**src/rtl/spi_rx_pkg.sv**
```systemverilog
// Shared definitions for the SPI receive shifter: line idle level and FSM states.
package spi_rx_pkg;

  localparam logic SPI_IDLE_LEVEL = 1'b1;

  typedef enum logic [1:0] {
    ST_IDLE  = 2'd0,
    ST_HUNT  = 2'd1,
    ST_SHIFT = 2'd2
  } rx_state_t;

endpackage

```
**src/rtl/spi_rx.sv**
```systemverilog
// SPI receive shifter: samples miso MSB-first on posedge sclk, with an optional
// hunt for the first 0 bit (SD-card style token) bounded by a timeout.
module spi_rx
  import spi_rx_pkg::*;
#(
  parameter int BitCount      = 8,
  parameter int BitCountLog2  = 4,
  parameter int TimeoutCycles = 255,
  parameter int TimeoutLog2   = 8
) (
  input  logic                sclk,
  input  logic                reset,
  input  logic                miso,
  input  logic                start,
  input  logic                wait_token,
  output logic [BitCount-1:0] data,
  output logic                busy,
  output logic                done,
  output logic                timeout
);

  localparam logic [BitCountLog2-1:0] BitLast  = BitCountLog2'(BitCount - 1);
  localparam logic [TimeoutLog2-1:0]  HuntLast = TimeoutLog2'(TimeoutCycles - 1);

  rx_state_t               state_q, state_d;
  logic [BitCount-1:0]     shift_q, shift_d;
  logic [BitCount-1:0]     shifted;
  logic [BitCountLog2-1:0] bitcnt_q, bitcnt_d;
  logic [TimeoutLog2-1:0]  huntcnt_q, huntcnt_d;
  logic [BitCount-1:0]     data_q, data_d;
  logic                    busy_q, busy_d;
  logic                    done_q, done_d;
  logic                    timeout_q, timeout_d;
  logic                    accept;

  assign shifted = (shift_q << 1) | BitCount'(miso);

  always_ff @(posedge sclk or posedge reset) begin
    if (reset) begin
      state_q   <= ST_IDLE;
      shift_q   <= '0;
      bitcnt_q  <= '0;
      huntcnt_q <= '0;
      data_q    <= '0;
      busy_q    <= 1'b0;
      done_q    <= 1'b0;
      timeout_q <= 1'b0;
    end else begin
      state_q   <= state_d;
      shift_q   <= shift_d;
      bitcnt_q  <= bitcnt_d;
      huntcnt_q <= huntcnt_d;
      data_q    <= data_d;
      busy_q    <= busy_d;
      done_q    <= done_d;
      timeout_q <= timeout_d;
    end
  end

  // Any running edge that does not finish clears done/timeout; a start is
  // accepted from idle or on the very edge a word completes (back-to-back).
  always_comb begin
    state_d   = state_q;
    shift_d   = shift_q;
    bitcnt_d  = bitcnt_q;
    huntcnt_d = huntcnt_q;
    data_d    = data_q;
    busy_d    = busy_q;
    done_d    = done_q;
    timeout_d = timeout_q;
    accept    = 1'b0;

    case (state_q)
      ST_IDLE: accept = start;

      ST_HUNT: begin
        done_d    = 1'b0;
        timeout_d = 1'b0;
        if (miso != SPI_IDLE_LEVEL) begin
          shift_d  = shifted;
          bitcnt_d = BitCountLog2'(1);
          state_d  = ST_SHIFT;
          if (BitCount == 1) begin
            data_d   = shifted;
            done_d   = 1'b1;
            busy_d   = 1'b0;
            bitcnt_d = '0;
            state_d  = ST_IDLE;
          end
        end else if (huntcnt_q == HuntLast) begin
          state_d   = ST_IDLE;
          busy_d    = 1'b0;
          done_d    = 1'b1;
          timeout_d = 1'b1;
        end else begin
          huntcnt_d = huntcnt_q + TimeoutLog2'(1);
        end
      end

      ST_SHIFT: begin
        done_d    = 1'b0;
        timeout_d = 1'b0;
        shift_d   = shifted;
        if (bitcnt_q == BitLast) begin
          data_d  = shifted;
          done_d  = 1'b1;
          busy_d  = 1'b0;
          state_d = ST_IDLE;
          accept  = start;
        end else begin
          bitcnt_d = bitcnt_q + BitCountLog2'(1);
        end
      end

      default: state_d = ST_IDLE;
    endcase

    if (accept) begin
      busy_d    = 1'b1;
      timeout_d = 1'b0;
      bitcnt_d  = '0;
      huntcnt_d = '0;
      state_d   = wait_token ? ST_HUNT : ST_SHIFT;
      if (state_q == ST_IDLE) begin
        done_d = 1'b0;
      end
    end
  end

  assign data    = data_q;
  assign busy    = busy_q;
  assign done    = done_q;
  assign timeout = timeout_q;

endmodule

```
**config.mk**
```make
export PLATFORM = sky130hd
export DESIGN_NAME = spi_rx
export DESIGN_NICKNAME = d
export VERILOG_FILES = /design/src/rtl/spi_rx_pkg.sv /design/src/rtl/spi_rx.sv
export SDC_FILE = /design/constraint.sdc
export NUM_CORES = 1
export LEC_CHECK = 0
export ABC_AREA = 0
export CAP_MARGIN = 30
export CORE_MARGIN = 2
export CORE_UTILIZATION = 45
export DETAILED_ROUTE_END_ITERATION = 6
export MAX_ROUTING_LAYER = met4
export PLACE_DENSITY = 0.65
export SLEW_MARGIN = 5
export SYNTH_ARGS = -nofsm -noshare
export SYNTH_HDL_FRONTEND = slang
export SYNTH_SLANG_ARGS = --single-unit
```
**constraint.sdc**
```tcl
create_clock -name sclk -period 4.9 [get_ports sclk]
set_clock_uncertainty 0.1 [all_clocks]
set_input_delay 0.98 -clock sclk [delete_from_list [all_inputs] [get_ports sclk]]
set_output_delay 0.98 -clock sclk [all_outputs]
set_load 0.05 [all_outputs]
```
==> results of run 1 <==
## stage by stage
step	utilization	hold WS, ps	cell area, µm²	cells	worst slack, ps
2_1_floorplan	-	338	1690	172	3080
3_3_place_gp	0.514	360	1870	231	2280
3_5_place_dp	0.514	364	1870	231	2230
4_1_cts	0.549	379	1990	239	2280
5_1_grt	0.549	405	1990	239	2050
6_report	0.549	373	1990	239	2280
## cell type report
| type | instances | share of cell area |
|---|---|---|
| Clock buffer | 7 | 0.0483 |
| Inverter | 7 | 0.0132 |
| Multi-Input combinational cell | 128 | 0.413 |
| Sequential cell | 32 | 0.402 |
| Timing Repair Buffer | 16 | 0.0790 |
| Clock inverter | 1 | 0.0151 |
| Tap cell | 48 | 0.0301 |
## critical path, stage by stage (launching register included)
cell	delay (ps)
sky130_fd_sc_hd__dfrtp_1	400
sky130_fd_sc_hd__inv_1	100
sky130_fd_sc_hd__ha_1	430
sky130_fd_sc_hd__nand4b_1	520
sky130_fd_sc_hd__a21boi_2	750
sky130_fd_sc_hd__a22o_1	250
## worst paths after layout
path                                        start                endpoint  slack (ps)  cells after the start
max reg2reg                state_q[0]$_DFFE_PP0P_  state_q[0]$_DFFE_PP0P_        2280                      5
min in group asynchronous                   reset          done$_DFF_PP0_         980                      3
min                           data[4]$_DFFE_PP0P_     data[4]$_DFFE_PP0P_         370                      2
max in group asynchronous                   reset  shift_q[0]$_DFFE_PP0P_        3430                      3
min reg2reg                   data[4]$_DFFE_PP0P_     data[4]$_DFFE_PP0P_         370                      2
max                        state_q[0]$_DFFE_PP0P_  state_q[0]$_DFFE_PP0P_        2280                      5
## power by group through the flow
stage               combinational, mW  clock, mW  sequential [mW]
floorplan                       0.272          0            0.398
global placement                0.356          0            0.375
detailed placement              0.368          0            0.378
CTS                             0.368      0.284            0.374
global route                    0.409      0.297            0.383
finish                          0.363      0.278            0.375
## per-layer routing
layer  vias up  routed length [µm]  GRT usage  share of wire
met4         0                  67      0.102          0.021
met2        31                1400      0.272           0.45
met5         -                   0          -              0
met1       588                1510      0.224           0.48
li1        623                   -          -              -
met3         6                 140     0.0360          0.045
## cells by family (layout without fill, tap and decap cells)
| logic type | count (synthesis) | in the layout | share of synthesized area |
|---|---|---|---|
| compound gates | 31 | 31 | 0.138 |
| simple gates | 83 | 83 | 0.261 |
| xor+xnor | 6 | 6 | 0.0311 |
| buf+inv | 12 | 31 | 0.0392 |
| fa+ha+maj | 6 | 6 | 0.0444 |
| mux | 2 | 2 | 0.0118 |
| flops | 32 | 32 | 0.474 |
## flip-flops by register name, summed over array words and instances, names as in the netlist
signal,cells
data,8
huntcnt_q,8
shift_q,7
bitcnt_q,4
state_q,2
busy,1
done,1
timeout,1
## cells in the final DEF, fill, tap and decap left out, types with 2 or more instances in the layout
cell type / netlist / routed
sky130_fd_sc_hd__clkdlybuf4s50_1: 0 / 15
sky130_fd_sc_hd__o21ai_1: 2 / 2
sky130_fd_sc_hd__o21ai_0: 4 / 4
sky130_fd_sc_hd__ha_1: 6 / 6
sky130_fd_sc_hd__nand4_1: 2 / 2
sky130_fd_sc_hd__mux2i_1: 2 / 2
sky130_fd_sc_hd__inv_1: 7 / 7
sky130_fd_sc_hd__xor2_1: 3 / 3
sky130_fd_sc_hd__nor2_1: 9 / 9
sky130_fd_sc_hd__nor2b_1: 2 / 2
sky130_fd_sc_hd__clkbuf_8: 0 / 7
sky130_fd_sc_hd__nand2_1: 46 / 46
sky130_fd_sc_hd__nand3_1: 4 / 4
sky130_fd_sc_hd__a21o_1: 2 / 2
sky130_fd_sc_hd__a21oi_1: 5 / 5
sky130_fd_sc_hd__a21oi_2: 3 / 3
sky130_fd_sc_hd__nor3_2: 2 / 2
sky130_fd_sc_hd__xnor2_1: 3 / 3
sky130_fd_sc_hd__nor2_2: 3 / 3
sky130_fd_sc_hd__dfrtp_1: 32 / 32
sky130_fd_sc_hd__o211ai_1: 2 / 2
sky130_fd_sc_hd__a211oi_1: 2 / 2
sky130_fd_sc_hd__nor4_2: 2 / 2
sky130_fd_sc_hd__and4_1: 2 / 2
==> results.py, run 1 <==
metrics = {
    "power_and_ir_drop": {
        "totalPowerFinal_mw": 1.02,
        "part_of_the_power_in_the_clock_network": 0.273,
        "worst_ir_drop_vdd_mv": 0.342,
        "seq_power_share": 0.369,
        "static-leakage-power_nw": 0.917,
        "power.density_mw_per_mm2": 509,
        "power.switching_mw": 0.375,
        "power.combinational.fraction": 0.357,
        "netSwitchingFraction": 0.369,
        "cellInternalPower_mw": 0.641,
    },
    "clocking": {
        "clock_tree.root_cell": "sky130_fd_sc_hd__clkbuf_8",
        "cts_num_sinks": 32,
        "cts_made_buffers": 5,
        "holdBufCountCts": 0,
        "cts_tree": "yes",
        "clkLatencyLatePin_ps": 290,
        "cts-root-to-sink-buffers": 2,
        "clk_pin_slew_ps": 70,
        "total_number_of_h_tree_levels": 2,
        "post_cts_resized": 0,
        "cts_post_setup_buffers_inserted": 0,
    },
    "layout": {
        "diodes": 0,
        "area_delta_synth_final_pct": 18.0,
        "area.sequential_um2": 801,
        "multi_input_area_um2": 823,
        "filler_cell_count": 341,
        "final_layout_size_suffix_gt1_frac": 0.147,
        "design.final.nets": 201,
    },
    "die": {
        "die_x_um": 65.3,
        "core_mm2": 0.00363,
        "die_height_um": 65.3,
        "design.die.area_mm2": 0.00426,
        "floorplan.initialDensity": 0.465,
        "number_of_top_level_design_ports": 16,
        "floorplan.rows": 22,
    },
    "route": {
        "postRouteWirelength_mm": 3.12,
        "wl_per_cell_um": 13.1,
        "drtIter0Drc": 71,
        "remaining_drcs": 0,
        "drtPass1Iterations": 4,
        "detail_route.vias_per_cell": 5.22,
        "antenna_violating_nets_post_route": 0,
        "routed-via-count": 1248,
    },
    "setup_path": {
        "worstPathMaxFanout": 13,
        "critical_path.endpoint_type": "register",
        "start_kind": "register",
        "crit_arrival_ps": 2750,
        "worst_ep_required_time_ps": 5030,
        "crit_path_kind": "register to register",
    },
    "flow_run": {
        "cap_violations": 0,
    },
    "grt": {
        "gr-total-overflow": 0,
        "largest_net_degree_at_the_start_of_global_routing": 33,
        "grt_antenna_before_repair": 0,
        "grt_first_pass_wirelength_mm": 5.60,
        "grt_pass1_vias": 1255,
        "global_route.usage.total": 0.179,
    },
    "sta": {
        "post-route-min-period_ps": 2620,
        "clock.fmax_mhz": 382,
        "min_period_over_period": 0.535,
        "tns_ps": 0,
        "report.final.hold_viol_count": 0,
        "setup_violations": 0,
        "grt_setup_unrepaired": "false",
        "number_of_pins_with_negative_max_slew_slack_in_the_final_report": 0,
        "timing.slew.headroom": 0.524,
        "timing_worst_slew_pin_value_ps": 710,
    },
    "logic_synthesis": {
        "async_reset_ff_frac": 1.00,
        "ys_seq_elements": 32,
        "synthCells": 172,
        "avgSynthCellArea_um2": 9.83,
        "synth.top_cells.by_area": "sky130_fd_sc_hd__dfrtp_1 47%, sky130_fd_sc_hd__nand2_1 10%, sky130_fd_sc_hd__ha_1 4.4%",
        "most_frequently_used_cell_type_in_the_post_synthesis_netlist": "sky130_fd_sc_hd__nand2_1",
        "post-synth-top-area-fraction": 0.474,
        "yosys.cell_types.count": 47,
        "top_post_synthesis_cells_by_count": "46 x sky130_fd_sc_hd__nand2_1, 32 x sky130_fd_sc_hd__dfrtp_1, 9 x sky130_fd_sc_hd__nor2_1",
        "post-synth-top-area-cell": "sky130_fd_sc_hd__dfrtp_1",
        "synth.cell_area_mm2": 0.00169,
        "synth_nets": 183,
        "number_of_synthesized_flops_with_an_enable_pin": 0,
        "synth_sequential_area_ratio": 0.474,
        "synth-warning-count": 0,
        "ys.flop_type": "sky130_fd_sc_hd__dfrtp_1",
    },
    "placed_design": {
        "portBuffers": 15,
        "globalplace.congestion": 0.850,
        "place.detailed.hpwl_mm": 2.18,
    },
    "run_status": {
        "outcome": "completed",
    },
    "worst_hold_path": {
        "worst_min_delay_path_category": "register to register",
    },
}
(Power assumes the default switching activity.)
==> inputs of run 2 (changes only) <==
PLACE_DENSITY = 0.68   (was 0.65)
clock period = 2.2 ns   (was 4.9 ns; I/O delays follow)
==> results.py, run 2 (synthesis results as in run 1) <==
metrics = {
    "run_status": {
        "outcome": "completed",
    },
    "power_and_ir_drop": {
        "static-leakage-power_nw": 0.918,
        "power.switching_mw": 0.830,
        "seq_power_share": 0.390,
        "power.density_mw_per_mm2": 1070,
        "netSwitchingFraction": 0.389,
        "cellInternalPower_mw": 1.30,
        "totalPowerFinal_mw": 2.13,
        "worst_ir_drop_vdd_mv": 0.629,
        "power.combinational.fraction": 0.395,
        "part_of_the_power_in_the_clock_network": 0.215,
    },
    "die": {
        "core_mm2": 0.00363,
        "design.die.area_mm2": 0.00426,
        "die_height_um": 65.3,
        "floorplan.initialDensity": 0.465,
        "die_x_um": 65.3,
        "number_of_top_level_design_ports": 16,
        "floorplan.rows": 22,
    },
    "layout": {
        "area_delta_synth_final_pct": 17.6,
        "final_common_cell": "sky130_fd_sc_hd__nand2_1",
        "final_layout_size_suffix_gt1_frac": 0.154,
        "diodes": 0,
        "mostFrequentLayoutCells": "46 x sky130_fd_sc_hd__nand2_1, 32 x sky130_fd_sc_hd__dfrtp_1, 15 x sky130_fd_sc_hd__clkdlybuf4s50_1",
        "design.final.nets": 205,
    },
    "setup_path": {
        "rr_worst_depth": 6,
        "dominant_delay_contributor_by_cell_family_on_the_critical_path": "buffers and inverters",
        "path_buf_inv": 1,
        "worst_r2r_startpoint": "state_q[0]$_DFFE_PP0P_",
        "worstPathMaxFanout": 2,
        "timing.critical_path.slowest_stage_cell": "sky130_fd_sc_hd__clkdlybuf4s50_1",
        "crit_arrival_ps": 1460,
        "worst_ep_required_time_ps": 1660,
        "critical_path.reg2reg.endpoint": "bitcnt_q[3]$_DFFE_PP0P_",
        "cp_cell_sequence": "clkdlybuf4s50_1",
        "worst_path_largest_cell_delay_ps": 810,
        "critical_path.endpoint_type": "output port",
        "ff2ff_setup_slack_ps": 320,
        "crit_path_kind": "register to output port",
        "start_kind": "register",
    },
    "placed_design": {
        "place.detailed.hpwl_mm": 2.28,
        "portBuffers": 15,
        "globalplace.congestion": 0.915,
        "worst_setup_slack_post_dpl_ps": 120,
    },
    "grt": {
        "gr-total-overflow": 0,
        "grt_pass1_vias": 1312,
        "grt_antenna_before_repair": 0,
        "largest_net_degree_at_the_start_of_global_routing": 33,
        "global_route.usage.total": 0.183,
        "grt_first_pass_wirelength_mm": 5.76,
    },
    "worst_hold_path": {
        "holdPathStages": 2,
        "worst_min_delay_path_category": "register to register",
        "hold-path-endpoint": "data[2]$_DFFE_PP0P_",
        "worst_hold_startpoint": "data[2]$_DFFE_PP0P_",
    },
    "route": {
        "routed-via-count": 1263,
        "wl_per_cell_um": 13.2,
        "drtIter0Drc": 64,
        "antenna_violating_nets_post_route": 0,
        "postRouteWirelength_mm": 3.22,
        "drtPass1Iterations": 4,
        "detail_route.vias_per_cell": 5.20,
        "remaining_drcs": 0,
    },
    "clocking": {
        "cts_tree": "yes",
        "cts_post_setup_buffers_inserted": 0,
        "total_number_of_h_tree_levels": 2,
        "clk_pin_slew_ps": 60,
        "clock_tree.root_cell": "sky130_fd_sc_hd__clkbuf_8",
        "clkLatencyLatePin_ps": 290,
        "holdBufCountCts": 0,
        "cts_made_buffers": 5,
        "post_cts_resized": 0,
        "cts_num_sinks": 32,
        "cts-root-to-sink-buffers": 2,
    },
    "sta": {
        "timing.slew.headroom": 0.668,
        "setup_violations": 0,
        "number_of_pins_with_negative_max_slew_slack_in_the_final_report": 0,
        "layout_setup_ws_ps": 195,
        "tns_ps": 0,
        "timing_worst_slew_pin_value_ps": 497,
        "min_period_over_period": 0.911,
        "report.final.hold_viol_count": 0,
        "grt_setup_unrepaired": "false",
        "clock.fmax_mhz": 499,
        "post-route-min-period_ps": 2000,
    },
    "flow_run": {
        "cap_violations": 0,
    },
}
[run 2: power by group through the flow]
stage	sequential (mW)	clock, mW	combinational, mW
floorplan	0.886	0	0.606
global placement	0.835	0	0.816
detailed placement	0.839	0	0.841
CTS	0.831	0.467	0.850
global route	0.848	0.505	0.946
finish	0.831	0.459	0.844
[run 2: worst max path at each step]
stage / from / end / cells past startpoint
after global placement: miso / huntcnt_q[7]$_DFFE_PP0P_ / 5
final: busy$_DFFE_PP0P_ / busy / 1
after detailed placement: miso / huntcnt_q[7]$_DFFE_PP0P_ / 5
after global routing: state_q[0]$_DFFE_PP0P_ / bitcnt_q[3]$_DFFE_PP0P_ / 6
after floorplan: state_q[1]$_DFFE_PP0P_ / bitcnt_q[2]$_DFFE_PP0P_ / 7
after CTS: busy$_DFFE_PP0P_ / busy / 1
[run 2: metal layers]
layer,wire [µm],GRT usage,vias to the layer above
met3,159,0.0668,4
met4,47,0.0677,0
met5,0,-,-
li1,-,-,631
met1,1530,0.220,597
met2,1480,0.284,31
[run 2: area by class of cell]
type,instances,area (µm²)
well taps,48,60.1
flip-flops and latches,32,801
multi-input cells,128,823
inverters,7,26.3
repair buffers,20,188
clock buffers,8,90.1
fillers,341,1650
[run 2: stage by stage]
stage	hold WS (ps)	utilization	std cells	area [µm²]
global route	402	0.547	243	1990
CTS	379	0.547	243	1990
floorplan	338	-	172	1690
detailed placement	364	0.522	235	1900
global placement	356	0.522	235	1900
finish	375	0.547	243	1990
==> inputs of run 3 (changes only) <==
HOLD_SLACK_MARGIN = 0.05   (was unset)
PLACE_DENSITY = 0.65   (was 0.68)
clock period = 2.35 ns   (was 2.2 ns; I/O delays follow)
==> results.py, run 3 (synthesis results as in run 1) <==
metrics = {
    "sta": {
        "finalHoldWorstSlack_ps": 370,
        "clock.fmax_mhz": 491,
        "timing.slew.headroom": 0.667,
        "tns_ps": 0,
        "report.final.hold_viol_count": 0,
        "post-route-min-period_ps": 2040,
        "grt_setup_unrepaired": "false",
        "number_of_pins_with_negative_max_slew_slack_in_the_final_report": 0,
        "layout_setup_ws_ps": 313,
        "setup_violations": 0,
        "timing_worst_slew_pin_value_ps": 498,
        "min_period_over_period": 0.867,
    },
    "clocking": {
        "post_cts_resized": 0,
        "clkLatencyLatePin_ps": 280,
        "cts-root-to-sink-buffers": 2,
        "cts_made_buffers": 5,
        "cts_tree": "yes",
        "cts_post_setup_buffers_inserted": 0,
        "clock_tree.root_cell": "sky130_fd_sc_hd__clkbuf_8",
        "total_number_of_h_tree_levels": 2,
        "cts_num_sinks": 32,
        "clk_pin_slew_ps": 60,
        "holdBufCountCts": 0,
    },
    "route": {
        "drtPass1Iterations": 4,
        "drtIter0Drc": 45,
        "remaining_drcs": 0,
        "postRouteWirelength_mm": 3.23,
        "wl_per_cell_um": 13.4,
        "antenna_violating_nets_post_route": 0,
        "routed-via-count": 1271,
        "detail_route.vias_per_cell": 5.27,
    },
    "setup_path": {
        "worst_path_largest_cell_delay_ps": 820,
        "start_kind": "register",
        "rr_worst_depth": 6,
        "crit_arrival_ps": 1470,
        "worst_setup_path_startpoint": "busy$_DFFE_PP0P_",
        "critical_path.endpoint_type": "output port",
        "timing.critical_path.slowest_stage_cell": "sky130_fd_sc_hd__clkdlybuf4s50_1",
        "worst_ep_required_time_ps": 1780,
        "critical_path.reg2reg.endpoint": "bitcnt_q[3]$_DFFE_PP0P_",
        "worst_r2r_startpoint": "state_q[0]$_DFFE_PP0P_",
        "cp_cell_sequence": "clkdlybuf4s50_1",
        "worstPathMaxFanout": 2,
        "path_buf_inv": 1,
        "dominant_delay_contributor_by_cell_family_on_the_critical_path": "buffers and inverters",
        "ff2ff_setup_slack_ps": 410,
        "crit_path_kind": "register to output port",
        "critical_path_depth": 1,
    },
    "placed_design": {
        "globalplace.congestion": 0.857,
        "placed_cells": 234,
        "worst_setup_slack_post_dpl_ps": 238,
        "portBuffers": 15,
        "place.detailed.hpwl_mm": 2.32,
    },
    "layout": {
        "diodes": 0,
        "finish.utilization": 0.547,
        "final_layout_size_suffix_gt1_frac": 0.155,
        "filler_cell_count": 336,
        "final_common_cell": "sky130_fd_sc_hd__nand2_1",
        "final_cells": 241,
        "design.final.nets": 204,
        "mostFrequentLayoutCells": "46 x sky130_fd_sc_hd__nand2_1, 32 x sky130_fd_sc_hd__dfrtp_1, 15 x sky130_fd_sc_hd__clkdlybuf4s50_1",
        "area_delta_synth_final_pct": 17.5,
    },
    "worst_hold_path": {
        "worst_min_delay_path_category": "register to register",
        "hold-path-endpoint": "data[1]$_DFFE_PP0P_",
        "holdPathStages": 2,
        "worst_hold_startpoint": "data[1]$_DFFE_PP0P_",
    },
    "grt": {
        "global_route.usage.total": 0.185,
        "grt_pass1_vias": 1251,
        "largest_net_degree_at_the_start_of_global_routing": 33,
        "gr-total-overflow": 0,
        "grt_antenna_before_repair": 0,
        "grt_first_pass_wirelength_mm": 5.70,
    },
    "die": {
        "core_mm2": 0.00363,
        "design.die.area_mm2": 0.00426,
        "die_height_um": 65.3,
        "die_x_um": 65.3,
        "floorplan.rows": 22,
        "floorplan.initialDensity": 0.465,
        "number_of_top_level_design_ports": 16,
    },
    "power_and_ir_drop": {
        "worst_ir_drop_vdd_mv": 0.730,
        "static-leakage-power_nw": 0.918,
        "power.density_mw_per_mm2": 1010,
    },
    "flow_run": {
        "cap_violations": 0,
    },
    "run_status": {
        "outcome": "completed",
    },
}
-- run 3: report_power, final --
part / total (mW) / internal (mW) / switching, mW / leakage [nW]
Clock: 0.444 / 0.260 / 0.183 / 0.0503
Sequential: 0.779 / 0.675 / 0.103 / 0.423
Combinational: 0.779 / 0.298 / 0.482 / 0.444
-- run 3: layout make-up --
cell class	instances	area (µm²)	share of cell area
multi-input combinational	128	823	0.414
sequential	32	801	0.403
clock buffer	7	96.3	0.0485
timing repair buffer	19	180	0.0907
tap	48	60.1	0.0302
inverter	7	26.3	0.0132
-- run 3: worst register-to-register path: cells and delay by family, from the launching register on --
family          cells  cell delay (ps)
simple gates        3              720
fa+ha+maj           1              410
flops               1              400
compound gates      1              160
buf+inv             1               90
-- run 3: stage by stage --
step / cell area (µm²) / power (mW)
5_1_grt: 1990 / 2.16
3_5_place_dp: 1890 / 1.56
6_report: 1990 / 2.00
4_1_cts: 1990 / 2.02
3_3_place_gp: 1890 / 1.53
2_1_floorplan: 1690 / 1.40
-- run 3: worst max-delay path by stage --
stage | end | slack (ps)
detailed placement | huntcnt_q[7]$_DFFE_PP0P_ | 240
CTS | busy | 300
global route | busy | 260
floorplan | bitcnt_q[2]$_DFFE_PP0P_ | 710
finish | busy | 310
global placement | huntcnt_q[7]$_DFFE_PP0P_ | 300
-- run 3: per-layer routing --
| layer | wire (µm) | GRT usage | up-vias |
|---|---|---|---|
| met2 | 1520 | 0.290 | 22 |
| met4 | 44 | 0.0859 | 0 |
| met3 | 89 | 0.0462 | 4 |
| met1 | 1580 | 0.226 | 620 |
| li1 | - | - | 625 |
| met5 | 0 | - | - |
